`config.mk`:
```
export PLATFORM = sky130hd
export DESIGN_NAME = ps2_host_tx
export DESIGN_NICKNAME = d
export VERILOG_FILES = /design/src/rtl/ps2_host_tx.sv
export SDC_FILE = /design/constraint.sdc
export NUM_CORES = 1
export LEC_CHECK = 0
export CAP_MARGIN = 20
export CELL_PAD_IN_SITES_DETAIL_PLACEMENT = 1
export CELL_PAD_IN_SITES_GLOBAL_PLACEMENT = 2
export CORE_ASPECT_RATIO = 0.6
export CORE_MARGIN = 2
export CORE_UTILIZATION = 28
export DETAILED_ROUTE_END_ITERATION = 8
export PLACE_DENSITY = 0.65
export SLEW_MARGIN = 25
export SYNTH_ARGS = -nofsm -noshare
export SYNTH_HDL_FRONTEND = slang
export SYNTH_SLANG_ARGS = --single-unit
```
`constraint.sdc`:
```
create_clock -name clk -period 3 [get_ports clk]
set_clock_uncertainty 0.05 [all_clocks]
set_input_delay 0.6 -clock clk [delete_from_list [all_inputs] [get_ports clk]]
set_output_delay 0.6 -clock clk [all_outputs]
set_load 0.03 [all_outputs]
```
`src/rtl/ps2_host_tx.sv`:
```
// PS/2 host-to-device transmitter: inhibit, request-to-send, 8-bit frame
// with odd parity, device ACK check and line-release wait.
module ps2_host_tx #(
  parameter int INHIBIT_CYCLES = 1200,
  parameter int TIMEOUT_CYCLES = 180000
) (
  input  logic       clk,
  input  logic       rst,
  input  logic [7:0] data_in,
  input  logic       send,
  input  logic       ps2clk_in,
  input  logic       ps2data_in,
  output logic       ps2clk_oe,
  output logic       ps2data_oe,
  output logic       busy,
  output logic       done,
  output logic       error
);

  localparam int CMAX = (TIMEOUT_CYCLES > INHIBIT_CYCLES) ?
                        TIMEOUT_CYCLES : INHIBIT_CYCLES;
  localparam int CW = $clog2(CMAX + 1);
  localparam logic [CW-1:0] INH_LAST = CW'(INHIBIT_CYCLES - 1);
  localparam logic [CW-1:0] TO_LAST  = CW'(TIMEOUT_CYCLES - 1);

  localparam logic [2:0] S_IDLE    = 3'd0;
  localparam logic [2:0] S_INHIBIT = 3'd1;
  localparam logic [2:0] S_START   = 3'd2;
  localparam logic [2:0] S_XFER    = 3'd3;
  localparam logic [2:0] S_ACK     = 3'd4;
  localparam logic [2:0] S_RELEASE = 3'd5;

  logic [2:0]    r_state;
  logic [CW-1:0] r_cnt;
  logic [3:0]    r_bit;
  logic [9:0]    r_shift;
  logic          r_ck_s1, r_ck_s2, r_ck_s3;
  logic          r_dt_s1, r_dt_s2;
  logic          r_clk_oe, r_dat_oe;
  logic          r_busy, r_done, r_error;

  logic w_fall;
  logic w_wait;
  logic w_rel_ok;
  logic w_to;
  logic w_nack;
  logic w_fail;

  assign w_fall   = r_ck_s3 & ~r_ck_s2;
  assign w_rel_ok = r_ck_s2 & r_dt_s2;
  assign w_wait   = (r_state == S_XFER) || (r_state == S_ACK) ||
                    ((r_state == S_RELEASE) && !w_rel_ok);
  assign w_to     = w_wait && !w_fall && (r_cnt == TO_LAST);
  assign w_nack   = (r_state == S_ACK) && w_fall && r_dt_s2;
  assign w_fail   = w_to | w_nack;

  always_ff @(posedge clk) begin
    if (rst) begin
      r_state  <= S_IDLE;
      r_cnt    <= '0;
      r_bit    <= '0;
      r_shift  <= '0;
      r_ck_s1  <= 1'b1;
      r_ck_s2  <= 1'b1;
      r_ck_s3  <= 1'b1;
      r_dt_s1  <= 1'b1;
      r_dt_s2  <= 1'b1;
      r_clk_oe <= 1'b0;
      r_dat_oe <= 1'b0;
      r_busy   <= 1'b0;
      r_done   <= 1'b0;
      r_error  <= 1'b0;
    end else begin
      r_ck_s1 <= ps2clk_in;
      r_ck_s2 <= r_ck_s1;
      r_ck_s3 <= r_ck_s2;
      r_dt_s1 <= ps2data_in;
      r_dt_s2 <= r_dt_s1;
      r_done  <= 1'b0;
      r_error <= 1'b0;
      unique case (r_state)
        S_IDLE: begin
          if (send) begin
            r_shift  <= {1'b1, ~^data_in, data_in};
            r_busy   <= 1'b1;
            r_clk_oe <= 1'b1;
            r_cnt    <= '0;
            r_state  <= S_INHIBIT;
          end
        end
        S_INHIBIT: begin
          if (r_cnt == INH_LAST) begin
            r_dat_oe <= 1'b1;
            r_cnt    <= '0;
            r_state  <= S_START;
          end else begin
            r_cnt <= r_cnt + 1'b1;
          end
        end
        S_START: begin
          r_clk_oe <= 1'b0;
          r_bit    <= '0;
          r_cnt    <= '0;
          r_state  <= S_XFER;
        end
        S_XFER: begin
          r_cnt <= w_fall ? '0 : r_cnt + 1'b1;
          if (w_fall) begin
            // LSB-first shift; the stop bit (1) releases the line
            r_dat_oe <= ~r_shift[0];
            r_shift  <= r_shift >> 1;
            r_bit    <= r_bit + 4'd1;
            if (r_bit == 4'd9) r_state <= S_ACK;
          end
        end
        S_ACK: begin
          r_cnt <= w_fall ? '0 : r_cnt + 1'b1;
          if (w_fall && !r_dt_s2) begin
            r_cnt   <= '0;
            r_state <= S_RELEASE;
          end
        end
        S_RELEASE: begin
          r_cnt <= w_fall ? '0 : r_cnt + 1'b1;
          if (w_rel_ok) begin
            r_done  <= 1'b1;
            r_busy  <= 1'b0;
            r_state <= S_IDLE;
          end
        end
        default: r_state <= S_IDLE;
      endcase
      if (w_fail) begin
        r_error  <= 1'b1;
        r_busy   <= 1'b0;
        r_clk_oe <= 1'b0;
        r_dat_oe <= 1'b0;
        r_cnt    <= '0;
        r_state  <= S_IDLE;
      end
    end
  end

  assign ps2clk_oe  = r_clk_oe;
  assign ps2data_oe = r_dat_oe;
  assign busy       = r_busy;
  assign done       = r_done;
  assign error      = r_error;

endmodule

```
## Yosys cells after proc, flatten, opt, wreduce, memory -nomap -nowiden

Cells that the tools add are included.

- Reduce and logical (&&, ||, !) cells: 29
- Add/subtract/negate cells: 2
- Mux-type cells: 26
- Eq/ne operators: 14
- Bitwise logic cells: 6

Operator list:

| kind | number |
|---|---|
| $pmux 18 s5 | 1 |
| $mux 18 | 4 |
| $mux 10 | 2 |
| $pmux 10 s2 | 1 |
| $add 18x1->18 const B | 1 |
| $eq 18x11->1 const B | 1 |
| $eq 18x18->1 const B | 1 |
| $mux 3 | 6 |
| $pmux 3 s6 | 1 |
| $reduce_bool 2->1 | 5 |
| $reduce_and 3->1 | 3 |
| $ne 2x2->1 const B | 4 |
| $pmux 4 s2 | 1 |
| $reduce_xnor 8->1 | 1 |
| $eq 3x2->1 const B | 2 |
| $eq 3x3->1 const B | 2 |
| $logic_and 1x1->1 | 6 |
| $mux 1 | 6 |
| $pmux 1 s2 | 3 |
| $reduce_and 2->1 | 3 |
| $reduce_and 6->1 | 1 |
| $reduce_or 2->1 | 3 |
| $reduce_bool 5->1 | 1 |
| $add 4x1->4 const B | 1 |
| other kinds (10) | 17 |

- Input bits: 13
- Word-level logic and storage cells: 91
- Output and inout port bits: 5
- Register bits after elaboration: 45

## Longest topological paths before layout

Gate-level depths: netlist of run 1.

- Depth after elaboration: 8
- Depth in mapped cells: 8

## Least setup slack after synthesis of run 1

Ideal clock, no wire load.

- Kind: in2reg
- Start: in send
- End: reg r_cnt[5]
- Path slack: 1.030 ns
- Arrival: 1.855 ns
- Library setup time: 0.065 ns
- Stages: 6
- Cells stage by stage: or4_4 nand2_2 nor4_1 or4_4 buf_6 nor2_1

- Longest elaborated chain between the ends: 2

Ends and longest elaborated chain:

| item | RTL line | text |
|---|---|---|
| from (decl) | 10 | `input logic send,` |
| $ne 2x2->1 (no source line) | n/a |  |
| $reduce_and 2->1 (no source line) | n/a |  |
| to (signal assigned) | 97 | `r_cnt <= r_cnt + 1'b1;` |
| to (signal assigned) | 107 | `r_cnt <= w_fall ? '0 : r_cnt + 1'b1;` |
| to (signal assigned) | 117 | `r_cnt <= w_fall ? '0 : r_cnt + 1'b1;` |
| to (decl) | 34 | `logic [CW-1:0] r_cnt;` |

Every way passes these cells.
A chain may end at the register's enable or synchronous reset.

## Worst setup path in the final report of run 1

- Start: reg r_state[0]
- End: reg r_cnt[3]

- Longest elaborated chain between the ends: 7
- Elaborated cells on any way between the ends: 20

Ends and longest elaborated chain:

| item | RTL line | text |
|---|---|---|
| from (decl) | 33 | `logic [2:0] r_state;` |
| from (signal assigned) | 59 | `r_state <= S_IDLE;` |
| from (signal assigned) | 88 | `r_state <= S_INHIBIT;` |
| from (signal assigned) | 95 | `r_state <= S_START;` |
| $eq 3x2->1 (tied with other cells) | 51, 81 |  |
| $logic_or 1x1->1 or $logic_and 1x1->1 (tied branches) | 51, 52 |  |
| $logic_or 1x1->1 | 51 | `assign w_wait = (r_state == S_XFER) \|\| (r_state == S_ACK) \|\|` |
| $logic_and 1x1->1 (2 in series) | 53 | `assign w_to = w_wait && !w_fall && (r_cnt == TO_LAST);` |
| $or 1x1->1 | 55 | `assign w_fail = w_to \| w_nack;` |
| $reduce_or 2->1 (no source line) | n/a |  |

Several ways; a longest one is shown, not always the timed one.

==> results of run 1 <==
## final timing paths
check	startpoint	endpoint	slack (ns)	depth (start not counted)
min	r_ck_s1	r_ck_s2	0.36	1
min reg2reg	r_ck_s1	r_ck_s2	0.36	1
max	r_state[0]	r_cnt[3]	0.72	5
max reg2reg	r_state[0]	r_cnt[3]	0.72	5
## per-layer routing
layer | wire, um | track usage (%) | up-vias
met1 | 3830 | 26.81 | 925
met3 | 350 | 4.009 | 8
met4 | 63 | 4.016 | 0
met2 | 2058 | 19.19 | 42
li1 | - | - | 964
met5 | 0 | 0 | -
## stage by stage
stage / cells / setup WS, ns / cell area, sq um / hold WS [ns] / total power [mW]
2_1_floorplan: 262 / 1.030 / 2180 / 0.3395 / 0.7252
3_3_place_gp: 378 / 0.4942 / 2469 / 0.3418 / 0.7730
3_5_place_dp: 378 / 0.4437 / 2469 / 0.3492 / 0.7746
4_1_cts: 386 / 0.7116 / 2608 / 0.3646 / 1.322
5_1_grt: 386 / 0.4669 / 2608 / 0.3714 / 1.365
6_report: 386 / 0.7159 / 2608 / 0.3649 / 1.302
## final cells by class
type	count	area [sq um]
clock buffers	6	128.9
multi-input cells	202	1207
flip-flops and latches	45	900.9
fillers	888	4780
repair buffers	23	215.2
well taps	104	130.1
clock inverters	2	10.01
inverters	4	15.01
## state kept, by name, summed over array words and instances (netlist names)
| name | count |
|---|---|
| busy | 1 |
| r_dt_s1 | 1 |
| ps2data_oe | 1 |
| r_ck_s1 | 1 |
| done | 1 |
| ps2clk_oe | 1 |
| r_dt_s2 | 1 |
| r_ck_s3 | 1 |
| error | 1 |
| r_bit | 4 |
| r_shift | 10 |
| r_state | 3 |
| r_ck_s2 | 1 |
| r_cnt | 18 |
## cells in the final DEF (no fill, tap or decap), types with 4 or more instances in the layout
cell type / instances
xor2_1: 10
nand4_1: 8
nor3_1: 9
clkbuf_16: 5
nor4_1: 6
a31oi_1: 4
a311oi_1: 9
nand3_1: 11
dfxtp_1: 45
inv_1: 4
xnor2_1: 12
nor2_1: 41
or2_2: 6
a21oi_1: 7
nand2_1: 34
or3_1: 8
and3_1: 5
buf_4: 6
clkdlybuf4s50_1: 17
## cells by family (layout without fill, tap and decap cells)
group | after synthesis | count (layout) | synth area share [%]
and+or+nand+nor | 145 | 145 | 33.64
DFF | 45 | 45 | 41.33
AOI/OAI and AO/OA | 32 | 32 | 11.19
xor gates and xnor gates | 22 | 22 | 8.840
buffers and inverters | 15 | 35 | 3.272
adders and majority gates | 3 | 3 | 1.722
## power breakdown
group	total, mW	internal, mW	switching [mW]
sequential	0.634	0.618	0.0161
clock	0.542	0.306	0.235
combinational	0.126	0.0585	0.0678
==> results.py, run 1 <==
metrics = {
    "outcome": {
        "status": "completed",
    },
    "global_route": {
        "grt_max_degree": 22,
        "grt-ovfl-total": 0,
        "grt_first_pass_wirelength_mm": 10.52,
        "antenna_found_initial": 0,
        "grtUsageTotal_pct": 16.08,
        "grt_pass1_vias": 1836,
    },
    "worst_setup_path": {
        "cp.arrival_ns": 2.46,
        "crit_type": "register to register",
        "cp-end-kind": "register",
        "max_stage_delay_ns": 0.60,
        "path_cells": "or3b_1 > a21oi_1 > nor4_1 > or4_4 > nor2_1",
        "cp_slowest_cell": "dfxtp_1",
        "cp_max_fo": 13,
        "cp.required_ns": 3.17,
        "crit_buf_inv": 0,
        "crit_family": "simple AND/OR/NAND/NOR gates",
        "start_kind": "register",
    },
    "yosys": {
        "synth_top_cell_by_area": "dfxtp_1",
        "synth_area_leaders": "dfxtp_1, nor2_1, nand2_1",
        "synthesis.area_sq_um": 2180,
        "synth.top_cell.area_share_pct": 41.33,
        "yosysUniqueCellTypes": 40,
        "synth_nets": 278,
        "synth_seq_area_share_pct": 41.33,
        "synthMostInstantiatedCell": "dfxtp_1",
        "synth_edf_count": 0,
        "synthCells": 262,
        "ys.flop_type": "dfxtp_1",
        "synth.avg_cell_area_sq_um": 8.319,
        "synth-seq-cells": 45,
        "async_flop_share_pct": 0,
        "synth_common_cells": "dfxtp_1, nor2_1, nand2_1",
        "ys_warn_count": 0,
    },
    "route": {
        "via_count": 1939,
        "drtIter0Drc": 121,
        "dr.pass1.iters": 4,
        "via_per_inst": 5.023,
        "wl_mm": 6.303,
        "drc": 0,
        "ant_nets": 0,
        "wl_per_cell_um": 16.33,
    },
    "floorplanning": {
        "io_pins": 18,
        "dieArea_sq_um": 8529,
        "dieWidth_um": 117.9,
        "initial_utilization_pct": 29.51,
        "row_count": 24,
        "coreArea_sq_um": 7387,
        "die_h_um": 72.34,
    },
    "clocking": {
        "clockBufferDepth": 2,
        "ctsRootBufferMaster": "clkbuf_16",
        "cts_setup_buffers": 0,
        "ctsHoldBuffers": 0,
        "cts_resized": 0,
        "numCtsBuffers": 5,
        "clk_latency_ns": 0.29,
        "htree_levels": 2,
        "path_clk_slew_ns": 0.06,
        "cts_tree": "done",
        "cts_sinks": 45,
    },
    "job": {
        "drv_cap": 0,
    },
    "placed_design": {
        "portBuffers": 17,
        "gp_congestion": 0.7583,
        "hpwlAfterDp_mm": 4.848,
    },
    "cells_and_area": {
        "area_growth_syn_to_layout_pct": 19.63,
        "finalNetCount": 297,
        "antenna_cells": 0,
        "fin_util_pct": 35.30,
        "drive_gt1_share_pct": 9.220,
    },
    "sta": {
        "hold_viol_final": 0,
        "setup_viol": 0,
        "min_period_over_period_pct": 76.14,
        "tns_ns": 0,
        "tightest_slew_ns": 0.6715,
        "drv_slew": 0,
        "fmaxAchievable_ghz": 0.4378,
        "min_period_ns": 2.284,
        "rsz0062_at_grt": "false",
        "relSlewSlack_pct": 54.82,
    },
    "power": {
        "p_leak_nw": 0.8848,
        "power_density_nw_per_um2": 499.3,
        "peakVddDrop_v": 0.0001938,
    },
    "hold_path": {
        "hp-class": "register to register",
    },
}
Note: power is estimated with default switching activity, not from simulation.
==> run 2: changes to the inputs <==
--- a/config.mk
+++ b/config.mk
@@ -12,7 +12,7 @@
 export CORE_MARGIN = 2
 export CORE_UTILIZATION = 28
 export DETAILED_ROUTE_END_ITERATION = 8
-export PLACE_DENSITY = 0.65
+export PLACE_DENSITY = 0.67
 export SLEW_MARGIN = 25
 export SYNTH_ARGS = -nofsm -noshare
 export SYNTH_HDL_FRONTEND = slang
==> constraint.sdc (replaced) <==
create_clock -name clk -period 1.9 [get_ports clk]
set_clock_uncertainty 0.05 [all_clocks]
set_input_delay 0.38 -clock clk [delete_from_list [all_inputs] [get_ports clk]]
set_output_delay 0.38 -clock clk [all_outputs]
set_load 0.03 [all_outputs]
==> results.py, run 2 (synthesized netlist as in run 1, its figures left out) <==
metrics = {
    "sta": {
        "relSlewSlack_pct": 65.53,
        "drv_slew": 0,
        "setup_viol": 9,
        "min_period_over_period_pct": 100.4,
        "setup_ws_ns": -0.008349,
        "tightest_slew_ns": 0.5128,
        "tns_ns": -0.03831,
        "min_period_ns": 1.908,
        "hold_viol_final": 0,
        "rsz0062_at_grt": "true",
        "fmaxAchievable_ghz": 0.5240,
        "whs_ns": 0.3697,
    },
    "global_route": {
        "antenna_found_initial": 0,
        "grt_max_degree": 22,
        "grt-ovfl-total": 0,
        "grtUsageTotal_pct": 18.50,
        "grt_pass1_vias": 2205,
        "grt_first_pass_wirelength_mm": 12.10,
    },
    "power": {
        "peakVddDrop_v": 0.0003916,
        "power_density_nw_per_um2": 737.7,
        "finalPower_mw": 2.424,
        "p_leak_nw": 1.219,
    },
    "cells_and_area": {
        "regMostFlops": "r_cnt",
        "largestRegisters": "r_cnt: 18 flops, r_shift: 10 flops, r_bit: 4 flops",
        "area_growth_syn_to_layout_pct": 50.75,
        "fillCellCount": 873,
        "layout_common_cells": "buf_4, nor2_1, dfxtp_1",
        "drive_gt1_share_pct": 32.25,
        "largest_reg_flops": 18,
        "antenna_cells": 0,
        "final_common_cell": "buf_4",
        "finalNetCount": 353,
    },
    "floorplanning": {
        "io_pins": 18,
        "initial_utilization_pct": 29.51,
        "die_h_um": 72.34,
        "coreArea_sq_um": 7387,
        "dieArea_sq_um": 8529,
        "dieWidth_um": 117.9,
        "row_count": 24,
    },
    "clocking": {
        "path_clk_slew_ns": 0.06,
        "cts_sinks": 45,
        "htree_levels": 2,
        "ctsRootBufferMaster": "clkbuf_16",
        "numCtsBuffers": 5,
        "ctsHoldBuffers": 0,
        "clockBufferDepth": 2,
        "cts_tree": "done",
        "clk_latency_ns": 0.29,
    },
    "worst_setup_path": {
        "cp-end-kind": "register",
        "path_cells": "or3b_4 > a41oi_4 > nor4_4 > or4_4 > nor2_1",
        "crit_family": "simple AND/OR/NAND/NOR gates",
        "cp.depth": 5,
        "cp_slowest_cell": "or4_4",
        "cp.required_ns": 2.08,
        "start_kind": "register",
        "reg2reg_depth": 5,
        "max_stage_delay_ns": 0.50,
        "cp.arrival_ns": 2.08,
        "crit_type": "register to register",
        "cp_max_fo": 8,
        "crit_buf_inv": 0,
    },
    "route": {
        "drtIter0Drc": 99,
        "via_per_inst": 4.932,
        "via_count": 2180,
        "wl_per_cell_um": 16.90,
        "wl_mm": 7.468,
        "dr.pass1.iters": 4,
        "drc": 0,
        "ant_nets": 0,
    },
    "placed_design": {
        "portBuffers": 17,
        "gp_congestion": 0.8658,
        "hpwlAfterDp_mm": 5.390,
    },
    "outcome": {
        "status": "complete, but fails checks",
        "violations": "negative setup slack",
    },
    "job": {
        "drv_cap": 0,
    },
    "hold_path": {
        "whs_path_depth": 1,
        "hp-class": "register to register",
    },
}
## run 2: changes by cell type in the layout (fill, tap and decap cells not counted), moves of 4 or more
cell and delta:
nor4_2 +4, dfxtp_2 +6, dfxtp_1 -7, nor4_1 -5
buf_6 +4, buf_4 +48
## run 2: stage by stage
| step | utilization, % | std cells | instance area [sq um] | setup slack [ns] |
|---|---|---|---|---|
| 6_report | 44.48 | 442 | 3286 | -0.008349 |
| 5_1_grt | 44.48 | 442 | 3286 | -0.08486 |
| 4_1_cts | 43.22 | 441 | 3193 | -0.05539 |
| 3_5_place_dp | 38.91 | 427 | 2874 | -0.4249 |
| 3_3_place_gp | 38.91 | 427 | 2874 | -0.3439 |
| 2_1_floorplan | - | 262 | 2180 | 0.1087 |
## run 2: metal layers
| layer | part of all wire [%] | global-route usage [%] | up-vias |
|---|---|---|---|
| li1 | - | - | 1079 |
| met1 | 58 | 29.22 | 1062 |
| met2 | 38 | 24.16 | 29 |
| met3 | 3.0 | 4.324 | 10 |
| met4 | 1.3 | 5.221 | 0 |
| met5 | 0 | 0 | - |
## run 2: path summary, 6_finish.rpt
| check | slack (ns) | endpoint | startpoint |
|---|---|---|---|
| setup / recovery | -0.008 | r_cnt[13] | r_state[2] |
| hold / removal | 0.37 | r_ck_s2 | r_ck_s1 |
| setup reg to reg | -0.008 | r_cnt[13] | r_state[2] |
| hold reg to reg | 0.37 | r_ck_s2 | r_ck_s1 |
## run 2: worst register-to-register path, delay by kind of cell (launching register included)
| kind | cells | cell delay [ns] |
|---|---|---|
| AND/OR/NAND/NOR | 4 | 1.16 |
| flip-flops | 1 | 0.38 |
| AO/OA/AOI/OAI | 1 | 0.25 |
## run 2: layout make-up
cell class | count | area [sq um] | share of cell area (%)
Multi-Input combinational cell | 203 | 1359 | 41.36
Inverter | 4 | 15.01 | 0.4570
Clock buffer | 5 | 125.1 | 3.808
Clock inverter | 3 | 65.06 | 1.980
Tap cell | 104 | 130.1 | 3.960
Timing Repair Buffer | 78 | 679.4 | 20.68
Sequential cell | 45 | 912.1 | 27.76
## run 2: repair_timing
| item | CTS | global route |
|---|---|---|
| gates cloned | 1 | 0 |
| setup endpoints to repair | 24 | 26 |
| setup buffers | 5 | 2 |
| gates resized for setup | 20 | 20 |
| pin swaps | 7 | 8 |
## run 2: power breakdown
group	internal (mW)	total (mW)	switching, mW
Combinational	0.150	0.290	0.141
Clock	0.752	1.14	0.390
Sequential	0.974	0.992	0.0176
